File: src/rtl/uni_shift_deserializer.sv
// Serial-to-parallel receiver: assembles WIDTH framed serial bits (MSB- or LSB-first) into a word.
// Latency: data_valid rises on the edge that captures the final bit (visible the following cycle).
// Backpressure: one-word valid/ready holding register; a word completing while the held word is
//               unaccepted is dropped and sets the sticky overrun flag (cleared only by reset).
//
// Ports:
//   clock, reset            rising-edge clock, synchronous active-high reset
//   serial_input, bit_valid serial bit and its qualifier
//   frame_start             marks the current valid bit as bit 0 of a new word
//   msb_first               bit order for the frame, latched on frame_start
//   data_ready              consumer accepts data_output this cycle
//   data_output, data_valid last completed word and its valid flag
//   overrun                 sticky: a completed word was dropped
//   busy                    a frame is in progress
module uni_shift_deserializer #(
    parameter int WIDTH = 8
) (
    input  logic             clock,
    input  logic             reset,
    input  logic             serial_input,
    input  logic             bit_valid,
    input  logic             frame_start,
    input  logic             msb_first,
    input  logic             data_ready,
    output logic [WIDTH-1:0] data_output,
    output logic             data_valid,
    output logic             overrun,
    output logic             busy
);

    localparam int CNT_W = $clog2(WIDTH);
    localparam logic [CNT_W-1:0] LAST_BIT = CNT_W'(WIDTH - 1);

    typedef enum logic {
        IDLE  = 1'b0,
        SHIFT = 1'b1
    } state_t;

    state_t             state_q, state_d;
    logic [CNT_W-1:0]   count_q, count_d;
    logic [WIDTH-1:0]   sreg_q, sreg_d;
    logic               order_q, order_d;
    logic               word_done;

    logic [WIDTH-1:0]   data_output_d;
    logic               data_valid_d;
    logic               overrun_d;

    // State register, including the holding register and sticky flag.
    always_ff @(posedge clock) begin
        if (reset) begin
            state_q     <= IDLE;
            count_q     <= '0;
            sreg_q      <= '0;
            order_q     <= 1'b0;
            data_output <= '0;
            data_valid  <= 1'b0;
            overrun     <= 1'b0;
        end else begin
            state_q     <= state_d;
            count_q     <= count_d;
            sreg_q      <= sreg_d;
            order_q     <= order_d;
            data_output <= data_output_d;
            data_valid  <= data_valid_d;
            overrun     <= overrun_d;
        end
    end

    // Next-state: frame alignment, bit capture and completion detection.
    always_comb begin
        state_d   = state_q;
        count_d   = count_q;
        sreg_d    = sreg_q;
        order_d   = order_q;
        word_done = 1'b0;
        if (bit_valid) begin
            if (frame_start) begin
                // Start (or restart) a frame; any partial word is discarded by
                // loading only the new bit 0 at the position its order dictates.
                state_d = SHIFT;
                count_d = CNT_W'(1);
                order_d = msb_first;
                sreg_d  = msb_first ? {{(WIDTH-1){1'b0}}, serial_input}
                                    : {serial_input, {(WIDTH-1){1'b0}}};
            end else if (state_q == SHIFT) begin
                sreg_d = order_q ? {sreg_q[WIDTH-2:0], serial_input}
                                 : {serial_input, sreg_q[WIDTH-1:1]};
                if (count_q == LAST_BIT) begin
                    word_done = 1'b1;
                    count_d   = '0;
                    state_d   = IDLE;
                end else begin
                    count_d = count_q + CNT_W'(1);
                end
            end
        end
    end

    // Outputs: busy flag and the holding-register update.
    always_comb begin
        busy          = (state_q == SHIFT);
        data_output_d = data_output;
        data_valid_d  = data_valid;
        overrun_d     = overrun;
        if (word_done) begin
            // Register free, or its word is being accepted on this same edge.
            if (!data_valid || data_ready) begin
                data_output_d = sreg_d;
                data_valid_d  = 1'b1;
            end else begin
                overrun_d = 1'b1;
            end
        end else if (data_valid && data_ready) begin
            data_valid_d = 1'b0;
        end
    end

endmodule
File: config.mk
export PLATFORM = sky130hd
export DESIGN_NAME = uni_shift_deserializer
export DESIGN_NICKNAME = d
export VERILOG_FILES = /design/src/rtl/uni_shift_deserializer.sv
export SDC_FILE = /design/constraint.sdc
export NUM_CORES = 1
export LEC_CHECK = 0
export CAP_MARGIN = 20
export CORE_MARGIN = 5
export CORE_UTILIZATION = 30
export DETAILED_ROUTE_END_ITERATION = 16
export GPL_ROUTABILITY_DRIVEN = 0
export HOLD_SLACK_MARGIN = 0.15
export PLACE_DENSITY = 0.55
export SLEW_MARGIN = 20
export SYNTH_ARGS = -nofsm -noshare
export SYNTH_HDL_FRONTEND = slang
export SYNTH_SLANG_ARGS = --single-unit
File: constraint.sdc
create_clock -name clock -period 1.8 [get_ports clock]
set_input_delay 0.36 -clock clock [delete_from_list [all_inputs] [get_ports clock]]
set_output_delay 0.36 -clock clock [all_outputs]
set_load 0.01 [all_outputs]
==> impl_metrics.csv, run 1 <==
group,metric,value,unit
min_path,hold-path-cell-count,2,
yosys,synth-async-reset-ratio,0,%
worst_setup_path,crit_type,"flip-flop to primary output",
worst_setup_path,reg2reg_slack,0.35,ns
route,dr.first_iter.drc_count,17,
run_status,status,"complete, no violations",
route,drt_drc_violations_left,0,
power,switching_share,24.1,%
power,power_frac_seq,62.5,%
clock_network,clock_tree.buffer_depth,2,
yosys,average_size_of_a_mapped_cell,9.01,um^2
sta,finClkSkew,0.00182,ns
route,antenna_left,0,
clock_network,cts.reportedPaths.clkPinSlew,0.13,ns
min_path,whs_endpoint,"data_output[0]",
sta,timing.max_slew.rel_slack,68.1,%
yosys,ys_warn_count,0,
yosys,synth_sequential_area_ratio,44.8,%
worst_setup_path,worstSetupStartpointType,"flip-flop",
clock_network,hold_buffers,0,
yosys,post_synth_inst_count,114,
layout,multi_input_area,504,um^2
worst_setup_path,slowest_delay,0.56,ns
sta,timing.fmax,0.607,GHz
clock_network,cts_tree,"done",
yosys,synth_top_cells_by_count,"24 x sky130_fd_sc_hd__nor2_1, 23 x sky130_fd_sc_hd__dfxtp_1, 12 x sky130_fd_sc_hd__a21oi_1, 11 x sky130_fd_sc_hd__nand2_1",
floorplan,floorplan.io_pins,18,
place,dp_hpwl,1770,um
yosys,post_synth_instance_area,1030,um^2
sta,finalMaxSlewViolations,0,
layout,n_antenna_cell,0,
route,avgViaCountPerCell,4.70,
power,total_leakage_power,0.443,nW
layout,finish.net_count,147,
clock_network,worst_skew_pair_later_pin_latency,0.31,ns
floorplan,placeableCoreArea,3340,um^2
worst_setup_path,crit_start,"busy",
worst_setup_path,r2r-start,"count_q[0]",
worst_setup_path,path_cells,"clkdlybuf4s50_1",
yosys,post_synth_main_area_contributors,"sky130_fd_sc_hd__dfxtp_1 45%, sky130_fd_sc_hd__nor2_1 8.8%, sky130_fd_sc_hd__a211oi_2 7.3%",
yosys,yosysMostFrequentCell,"sky130_fd_sc_hd__nor2_1",
grt,grt_antenna_before_repair,0,
yosys,synthFlopType,"sky130_fd_sc_hd__dfxtp_1",
worst_setup_path,cp_data_arrival_time,1.29,ns
worst_setup_path,critical_path.max_fanout,8,
floorplan,floorplan.initialDensity,30.8,%
clock_network,clock_tree.htree_level_count,1,
route,post_drt_wl_per_cell,12.2,um
worst_setup_path,cp_capture_type,"primary output",
grt,grt.overflow.total,0,
worst_setup_path,crit_family,"buffers and inverters",
worst_setup_path,cp.required,1.44,ns
clock_network,cts-root-buf,"sky130_fd_sc_hd__clkbuf_4",
yosys,yosysTopAreaCell,"sky130_fd_sc_hd__dfxtp_1",
flow_run,max_cap_violations,0,
worst_setup_path,timing.rr.end,"data_output[5]",
grt,use_met2,21.3,%
worst_setup_path,reg2reg_depth,6,
grt,gr-max-usage-layer,"met2",
grt,grt.met1_usage,11.4,%
floorplan,die_ht,68.5,um
power,power.clock.fraction,28.2,%
sta,worst_tran_pin_value,0.476,ns
sta,period_needed,1.65,ns
power,power_density,647,nW/um^2
layout,area_of_all_sequential_standard_cells,462,um^2
sta,setup_viol,0,
grt,grt_pass1_wl,3930,um
clock_network,cts_sinks,23,
min_path,worst_hold_start,"data_output[0]",
floorplan,num_rows,21,
sta,final_hold_viol_count,0,
yosys,post_syn_nets,123,
grt,grtUsageMet3,2.43,%
sta,period_share,91.6,%
power,internal_power_component,640,uW
layout,areaGrowthSynthToFinish,26.7,%
route,route.final.wire_length,2230,um
yosys,postSynthRegisterBits,23,
clock_network,cts-buffers-inserted,3,
power,comb_power_share,9.3,%
worst_setup_path,slowest_stage,"sky130_fd_sc_hd__clkdlybuf4s50_1",
power,ir_drop,336,uV
sta,rsz0062_at_grt,"false",
route,detail_route.first_pass.iterations,2,
floorplan,die_x,68.5,um
layout,drive_gt1_share,18.2,%
min_path,hold_path_class,"flip-flop to flip-flop",
grt,grt_pass1_vias,909,
layout,fillers,362,
layout,final_core_utilization,39.0,%
route,vias,860,
grt,grt_max_degree,15,
yosys,synth_top_cell_area_share,44.8,%
power,p_total,842,uW
yosys,synth_edf_count,0,
grt,gr-usage-all-layers,11.2,%
place,port_buffers,17,
floorplan,die-area,4690,um^2
yosys,netlist-cell-type-count,27,
worst_setup_path,worst-path-buf-inv,1,
power,p_switching,203,uW
layout by cell type, fill, tap and decap left out, types with 2 or more instances in the layout:
cell and instances:
sky130_fd_sc_hd__mux2i_1 6, sky130_fd_sc_hd__nand3_1 2, sky130_fd_sc_hd__a22oi_1 2, sky130_fd_sc_hd__ha_1 2, sky130_fd_sc_hd__nor2_1 24, sky130_fd_sc_hd__nor2_2 2, sky130_fd_sc_hd__o21ai_0 5, sky130_fd_sc_hd__a31oi_1 2
sky130_fd_sc_hd__nand2_1 11, sky130_fd_sc_hd__a211oi_2 6, sky130_fd_sc_hd__nand2b_1 2, sky130_fd_sc_hd__clkbuf_4 3, sky130_fd_sc_hd__a21oi_1 12, sky130_fd_sc_hd__buf_4 8, sky130_fd_sc_hd__dfxtp_1 22, sky130_fd_sc_hd__clkdlybuf4s50_1 17
registers in the layout, summed over array words and instances (netlist names):
name         count
count_q          3
data_output      8
sreg_q           8
busy             1
data_valid       1
order_q          1
overrun          1
power by group through the flow:
stage	clock (mW)	sequential [mW]	combinational, mW
floorplan	0	0.535	0.0438
global placement	0	0.537	0.0778
detailed placement	0	0.537	0.0784
CTS	0.255	0.526	0.0790
global route	0.280	0.529	0.0868
finish	0.238	0.527	0.0780
how the worst max path moves through the flow:
stage | to | slack, ns | cells past startpoint
6_report | busy | 0.15 | 1
4_1_cts | busy | 0.05 | 1
3_5_place_dp | data_output[6] | -0.02 | 6
5_1_grt | busy | 0.09 | 1
2_1_floorplan | data_output[3] | 0.39 | 7
3_3_place_gp | data_output[6] | -0.004 | 4
cells by family (layout without fill, tap and decap cells):
logic type / after synthesis / in the layout / share of synthesized area, %
AOI/OAI and AO/OA: 31 / 31 / 21.7
adders and majority gates: 2 / 2 / 2.44
buffers and inverters: 7 / 30 / 6.09
DFF: 23 / 23 / 44.8
muxes: 6 / 6 / 5.85
and+or+nand+nor: 45 / 45 / 19.1
repair_timing:
item | in CTS | in global routing
buffers inserted | 0 | 0
gates resized for setup | 0 | 1
endpoints found under the setup margin | 0 | 1
endpoints found under the hold margin | 0 | 0
stage by stage:
step                hold WS [ns]  TNS [ns]  worst slack [ns]  cells  cell area [um^2]
floorplan                  0.425         0             0.387    114              1030
global placement           0.447  -0.00353          -0.00353    179              1270
detailed placement         0.450   -0.0503           -0.0186    179              1270
CTS                        0.473         0            0.0455    183              1300
global route               0.507         0            0.0892    183              1300
finish                     0.469         0             0.152    183              1300
layout make-up:
cell class              count  share of cell area, %
clock inverters             1                  0.385
well taps                  46                   4.42
multi-input cells          84                   38.7
flip-flops and latches     23                   35.5
clock buffers               3                   1.73
repair buffers             26                   19.2
layer usage:
metal / share of wire, % / vias to the layer above / routed length (um)
li1: - / 441 / -
met1: 41 / 403 / 915
met2: 54 / 11 / 1210
met3: 3.0 / 5 / 66
met4: 1.7 / 0 / 37
met5: 0 / - / 0
(Power assumes the default switching activity.)
==> run 2, diff against run 1 <==
--- a/config.mk
+++ b/config.mk
@@ -5,8 +5,9 @@
 export SDC_FILE = /design/constraint.sdc
 export NUM_CORES = 1
 export LEC_CHECK = 0
+export ABC_CLOCK_PERIOD_IN_PS = 1800
 export CAP_MARGIN = 20
-export CORE_MARGIN = 5
+export CORE_MARGIN = 3
 export CORE_UTILIZATION = 30
 export DETAILED_ROUTE_END_ITERATION = 16
 export GPL_ROUTABILITY_DRIVEN = 0
==> run 2 against run 1 <==
Critical path depth unchanged. Routed wire length shrank 0.27%. Non-clock buffer count down 2. Cell count decreased by 2.2%. First-iteration DRC count increased by 76%. Setup slack got worse by 0.0058 ns. Core utilization increased by 1.7 points. Flip-flop and latch count is the same. Critical path type unchanged. Critical endpoint unchanged. Largest cell class unchanged. Highest routed layer unchanged.
==> impl_metrics.csv, run 2 (synthesis results as in run 1) <==
group,metric,value,unit
worst_setup_path,cp.required,1.44,ns
power,p_total,846,uW
route,highest_metal_layer_with_signal_wires,"met4",
route,post_drt_wl_per_cell,12.4,um
worst_setup_path,crit_family,"buffers and inverters",
place,dp_hpwl,1610,um
power,switching_share,24.6,%
clock_network,clock_tree.htree_level_count,1,
clock_network,cts_tree,"done",
sta,period_share,91.9,%
route,drt_drc_violations_left,0,
layout,most_frequent_cells_in_the_layout,"24 x sky130_fd_sc_hd__nor2_1, 22 x sky130_fd_sc_hd__dfxtp_1, 17 x sky130_fd_sc_hd__clkdlybuf4s50_1",
route,wl_met3,126,um
floorplan,die-area,4160,um^2
sta,finalMaxSlewViolations,0,
sta,setup_viol,0,
floorplan,die_ht,64.5,um
route,routed-wl-met2,975,um
route,route.final.wire_length,2220,um
sta,timing.fmax,0.605,GHz
clock_network,clock_tree.buffer_depth,2,
floorplan,num_rows,20,
worst_setup_path,crit_start,"busy",
grt,grt_pass1_wl,3920,um
run_status,status,"complete, no violations",
worst_setup_path,path_cells,"clkdlybuf4s50_1",
clock_network,post_cts.repair.setup_buffers,0,
floorplan,die_x,64.5,um
worst_setup_path,crit_type,"flip-flop to primary output",
floorplan,placeableCoreArea,3150,um^2
layout,layout_top_registers,"data_output: 8 flops, sreg_q: 8 flops, count_q: 3 flops",
clock_network,worst_skew_pair_later_pin_latency,0.32,ns
power,internal_power_component,638,uW
grt,gr-usage-all-layers,11.9,%
route,vias,867,
layout,n_antenna_cell,0,
route,avgViaCountPerCell,4.84,
place,dpl-instance-area,1250,um^2
floorplan,floorplan.initialDensity,32.6,%
worst_setup_path,r2r-start,"count_q[0]",
power,comb_power_share,8.9,%
route,antenna_left,0,
power,ir_drop,373,uV
min_path,hold_path_class,"flip-flop to flip-flop",
power,total_leakage_power,0.433,nW
layout,drive_gt1_share,17.0,%
power,power_density,659,nW/um^2
sta,timing.max_slew.rel_slack,67.2,%
place,port_buffers,17,
route,detail_route.first_pass.iterations,4,
clock_network,cts_sinks,23,
layout,mostFrequentLayoutCell,"sky130_fd_sc_hd__nor2_1",
clock_network,cts.reportedPaths.clkPinSlew,0.14,ns
worst_setup_path,slowest_stage,"sky130_fd_sc_hd__clkdlybuf4s50_1",
layout,layout.cell_area.non_filler,1280,um^2
grt,grt.overflow.total,0,
sta,worst_tran_pin_value,0.492,ns
route,dr.first_iter.drc_count,30,
grt,grt_pass1_vias,847,
power,power.clock.fraction,28.7,%
power,p_switching,208,uW
clock_network,cts-buffers-inserted,3,
floorplan,floorplan.io_pins,18,
grt,grt_max_degree,15,
sta,period_needed,1.65,ns
layout,areaGrowthSynthToFinish,25.0,%
grt,grt_antenna_before_repair,0,
worst_setup_path,worst-path-buf-inv,1,
sta,finClkSkew,0.0155,ns
layout,finish.net_count,145,
worst_setup_path,cp_data_arrival_time,1.29,ns
sta,final_hold_viol_count,0,
worst_setup_path,slowest_delay,0.55,ns
sta,rsz0062_at_grt,"false",
clock_network,cts-root-buf,"sky130_fd_sc_hd__clkbuf_4",
worst_setup_path,cp_capture_type,"primary output",
power,power_frac_seq,62.5,%
min_path,worst_hold_start,"data_output[0]",
route,met1_length,1080,um
flow_run,max_cap_violations,0,
worst_setup_path,worstSetupStartpointType,"flip-flop",
worst_setup_path,critical_path.max_fanout,8,
-- run 2: final cells by class --
type | instances | area (um^2)
timing repair buffer | 24 | 235
clock buffer | 3 | 22.5
sequential | 23 | 462
fill | 330 | 1870
tap | 44 | 55.1
clock inverter | 1 | 5.00
multi-input combinational | 84 | 504
-- run 2: power groups by stage --
stage                     registers, mW  clock network, mW  logic (mW)
final                             0.528              0.243      0.0749
after global routing              0.530              0.274      0.0828
after CTS                         0.528              0.257      0.0753
after detailed placement          0.539                  0      0.0748
after global placement            0.539                  0      0.0743
after floorplan                   0.535                  0      0.0438
-- run 2: path summary, 6_finish.rpt --
path / slack, ns / cells after the start / end
setup / recovery: 0.15 / 1 / busy
hold / removal: 0.49 / 2 / data_output[0]
setup reg to reg: 0.32 / 6 / data_output[1]
hold reg to reg: 0.49 / 2 / data_output[0]
-- run 2: per-stage QoR --
step           hold slack (ns)  utilization [%]   TNS [ns]  std cells  setup slack (ns)
3_5_place_dp             0.465             39.8  -0.000245        175         -0.000245
2_1_floorplan            0.425                -          0        114             0.387
3_3_place_gp             0.448             39.8   -0.00880        175          -0.00655
5_1_grt                  0.515             40.7          0        179            0.0778
4_1_cts                  0.491             40.7          0        179            0.0369
6_report                 0.486             40.7          0        179             0.146
-- run 2: layer usage --
metal  up-vias  GRT usage (%)
li1        439              -
met1       402           15.4
met2        20           18.4
met3         6           3.64
met4         0           4.49
met5         -              0
-- run 2: what timing repair did --
item | in CTS | in global routing
gates resized for setup | 0 | 1
endpoints found under the setup margin | 0 | 1
hold buffers | 0 | 0
==> run 3, diff against run 2 <==
--- a/config.mk
+++ b/config.mk
@@ -12,6 +12,7 @@
 export DETAILED_ROUTE_END_ITERATION = 16
 export GPL_ROUTABILITY_DRIVEN = 0
 export HOLD_SLACK_MARGIN = 0.15
+export MAX_ROUTING_LAYER = met4
 export PLACE_DENSITY = 0.55
 export SLEW_MARGIN = 20
 export SYNTH_ARGS = -nofsm -noshare
==> run 3 against run 2 <==
Power decreased by 0.12%. Setup slack improved by 0.0027 ns. Flip-flop and latch count unchanged. Clock skew increased by 0.00098 ns. Clock power about the same. Hold slack about the same. Register-to-register slack about the same. Largest power group unchanged. Highest routed layer unchanged.
==> impl_metrics.csv, run 3 (synthesis results as in run 1) <==
group,metric,value,unit
run_status,status,"complete, no violations",
worst_setup_path,reg2reg_slack,0.32,ns
floorplan,num_rows,20,
power,total_leakage_power,0.433,nW
grt,gr-usage-all-layers,12.3,%
grt,grt_antenna_before_repair,0,
worst_setup_path,cp_data_arrival_time,1.29,ns
place,placed_instances,175,
grt,grt_pass1_wl,3930,um
route,vias,870,
route,post_drt_wl_per_cell,12.3,um
power,ir_drop,372,uV
worst_setup_path,slowest_stage,"sky130_fd_sc_hd__clkdlybuf4s50_1",
layout,most_frequent_cells_in_the_layout,"24 x sky130_fd_sc_hd__nor2_1, 22 x sky130_fd_sc_hd__dfxtp_1, 17 x sky130_fd_sc_hd__clkdlybuf4s50_1",
route,route.final.wire_length,2200,um
layout,fillers,330,
flow_run,max_cap_violations,0,
place,pre_cts_ws,-0.000245,ns
worst_setup_path,worst-path-buf-inv,1,
worst_setup_path,critical_path.max_fanout,8,
floorplan,placeableCoreArea,3150,um^2
floorplan,floorplan.initialDensity,32.6,%
sta,final_hold_viol_count,0,
worst_setup_path,timing.rr.end,"data_output[1]",
route,dr.first_iter.drc_count,34,
clock_network,cts-root-buf,"sky130_fd_sc_hd__clkbuf_4",
worst_setup_path,crit_type,"flip-flop to primary output",
worst_setup_path,crit_family,"buffers and inverters",
floorplan,die_ht,64.5,um
route,drt_drc_violations_left,0,
clock_network,hold_buffers,0,
clock_network,worst_skew_pair_later_pin_latency,0.32,ns
sta,finalMaxSlewViolations,0,
sta,rsz0062_at_grt,"false",
floorplan,die_x,64.5,um
power,comb_power_share,8.9,%
floorplan,floorplan.io_pins,18,
sta,timing.fmax,0.606,GHz
worst_setup_path,cp.required,1.44,ns
layout,finish.net_count,145,
clock_network,clock_tree.htree_level_count,1,
place,port_buffers,17,
sta,period_share,91.7,%
worst_setup_path,slowest_delay,0.55,ns
layout,mostFrequentLayoutCell,"sky130_fd_sc_hd__nor2_1",
power,switching_share,24.5,%
layout,n_antenna_cell,0,
layout,layout_top_registers,"data_output: 8 flops, sreg_q: 8 flops, count_q: 3 flops",
worst_setup_path,cp_capture_type,"primary output",
clock_network,cts_sinks,23,
min_path,hold_path_class,"flip-flop to flip-flop",
worst_setup_path,reg2reg_depth,6,
worst_setup_path,r2r-start,"count_q[0]",
power,power.clock.fraction,28.6,%
sta,hold_slack,0.486,ns
route,avgViaCountPerCell,4.86,
sta,setup_viol,0,
worst_setup_path,critical_path_sink,"busy",
worst_setup_path,crit_start,"busy",
power,power_density,658,nW/um^2
place,dp_hpwl,1610,um
layout,stdcell_count,179,
clock_network,clock_tree.buffer_depth,2,
grt,grt_max_degree,15,
worst_setup_path,critical_path_cell_count,1,
route,detail_route.first_pass.iterations,4,
sta,period_needed,1.65,ns
power,power_frac_seq,62.5,%
worst_setup_path,worstSetupStartpointType,"flip-flop",
clock_network,cts-buffers-inserted,3,
sta,finalWorstSetupSlack,0.149,ns
worst_setup_path,path_cells,"clkdlybuf4s50_1",
grt,grt.overflow.total,0,
floorplan,die-area,4160,um^2
sta,finClkSkew,0.0165,ns
grt,grt_pass1_vias,846,
power,p_total,845,uW
clock_network,cts_tree,"done",
layout,areaGrowthSynthToFinish,25.0,%
route,antenna_left,0,
sta,worst_tran_pin_value,0.490,ns
power,p_switching,207,uW
sta,timing.max_slew.rel_slack,67.3,%
layout,drive_gt1_share,17.0,%
power,internal_power_component,638,uW
clock_network,cts.reportedPaths.clkPinSlew,0.14,ns
run 3: cell type report:
| type | instances | area [um^2] | area share (%) |
|---|---|---|---|
| clock buffers | 3 | 22.5 | 1.75 |
| clock inverters | 1 | 5.00 | 0.390 |
| multi-input cells | 84 | 504 | 39.3 |
| flip-flops and latches | 23 | 462 | 36.0 |
| well taps | 44 | 55.1 | 4.29 |
| repair buffers | 24 | 235 | 18.3 |
run 3: metal layers:
layer | vias up | wire [um] | track usage [%]
li1 | 439 | - | -
met1 | 403 | 1080 | 15.7
met2 | 24 | 980 | 18.4
met3 | 4 | 114 | 3.64
met4 | 0 | 27 | 4.49
met5 | - | 0 | -
run 3: how the worst min path moves through the flow:
stage,start,endpoint,slack (ns),cells after the start
2_1_floorplan,reset,data_output[5],0.42,1
3_3_place_gp,data_output[0],data_output[0],0.45,2
3_5_place_dp,data_output[0],data_output[0],0.47,2
4_1_cts,data_output[7],data_output[7],0.49,2
5_1_grt,data_output[0],data_output[0],0.51,2
6_report,data_output[0],data_output[0],0.49,2
run 3: power by group through the flow:
| stage | Sequential [mW] | Clock, mW | Combinational [mW] |
|---|---|---|---|
| 6_report | 0.528 | 0.242 | 0.0748 |
| 2_1_floorplan | 0.535 | 0 | 0.0438 |
| 3_3_place_gp | 0.539 | 0 | 0.0743 |
| 4_1_cts | 0.528 | 0.257 | 0.0753 |
| 5_1_grt | 0.531 | 0.276 | 0.0828 |
| 3_5_place_dp | 0.539 | 0 | 0.0748 |
run 3: timing repair:
action | in CTS | in global routing
buffers inserted | 0 | 0
endpoints found under the setup margin | 0 | 1
resized for setup | 0 | 1
run 3: per-stage QoR:
step	area (um^2)	utilization, %	setup TNS [ns]
final	1280	40.7	0
after global routing	1280	40.7	0
after CTS	1280	40.7	0
after detailed placement	1250	39.8	-0.000245
after global placement	1250	39.8	-0.00880
after floorplan	1030	-	0
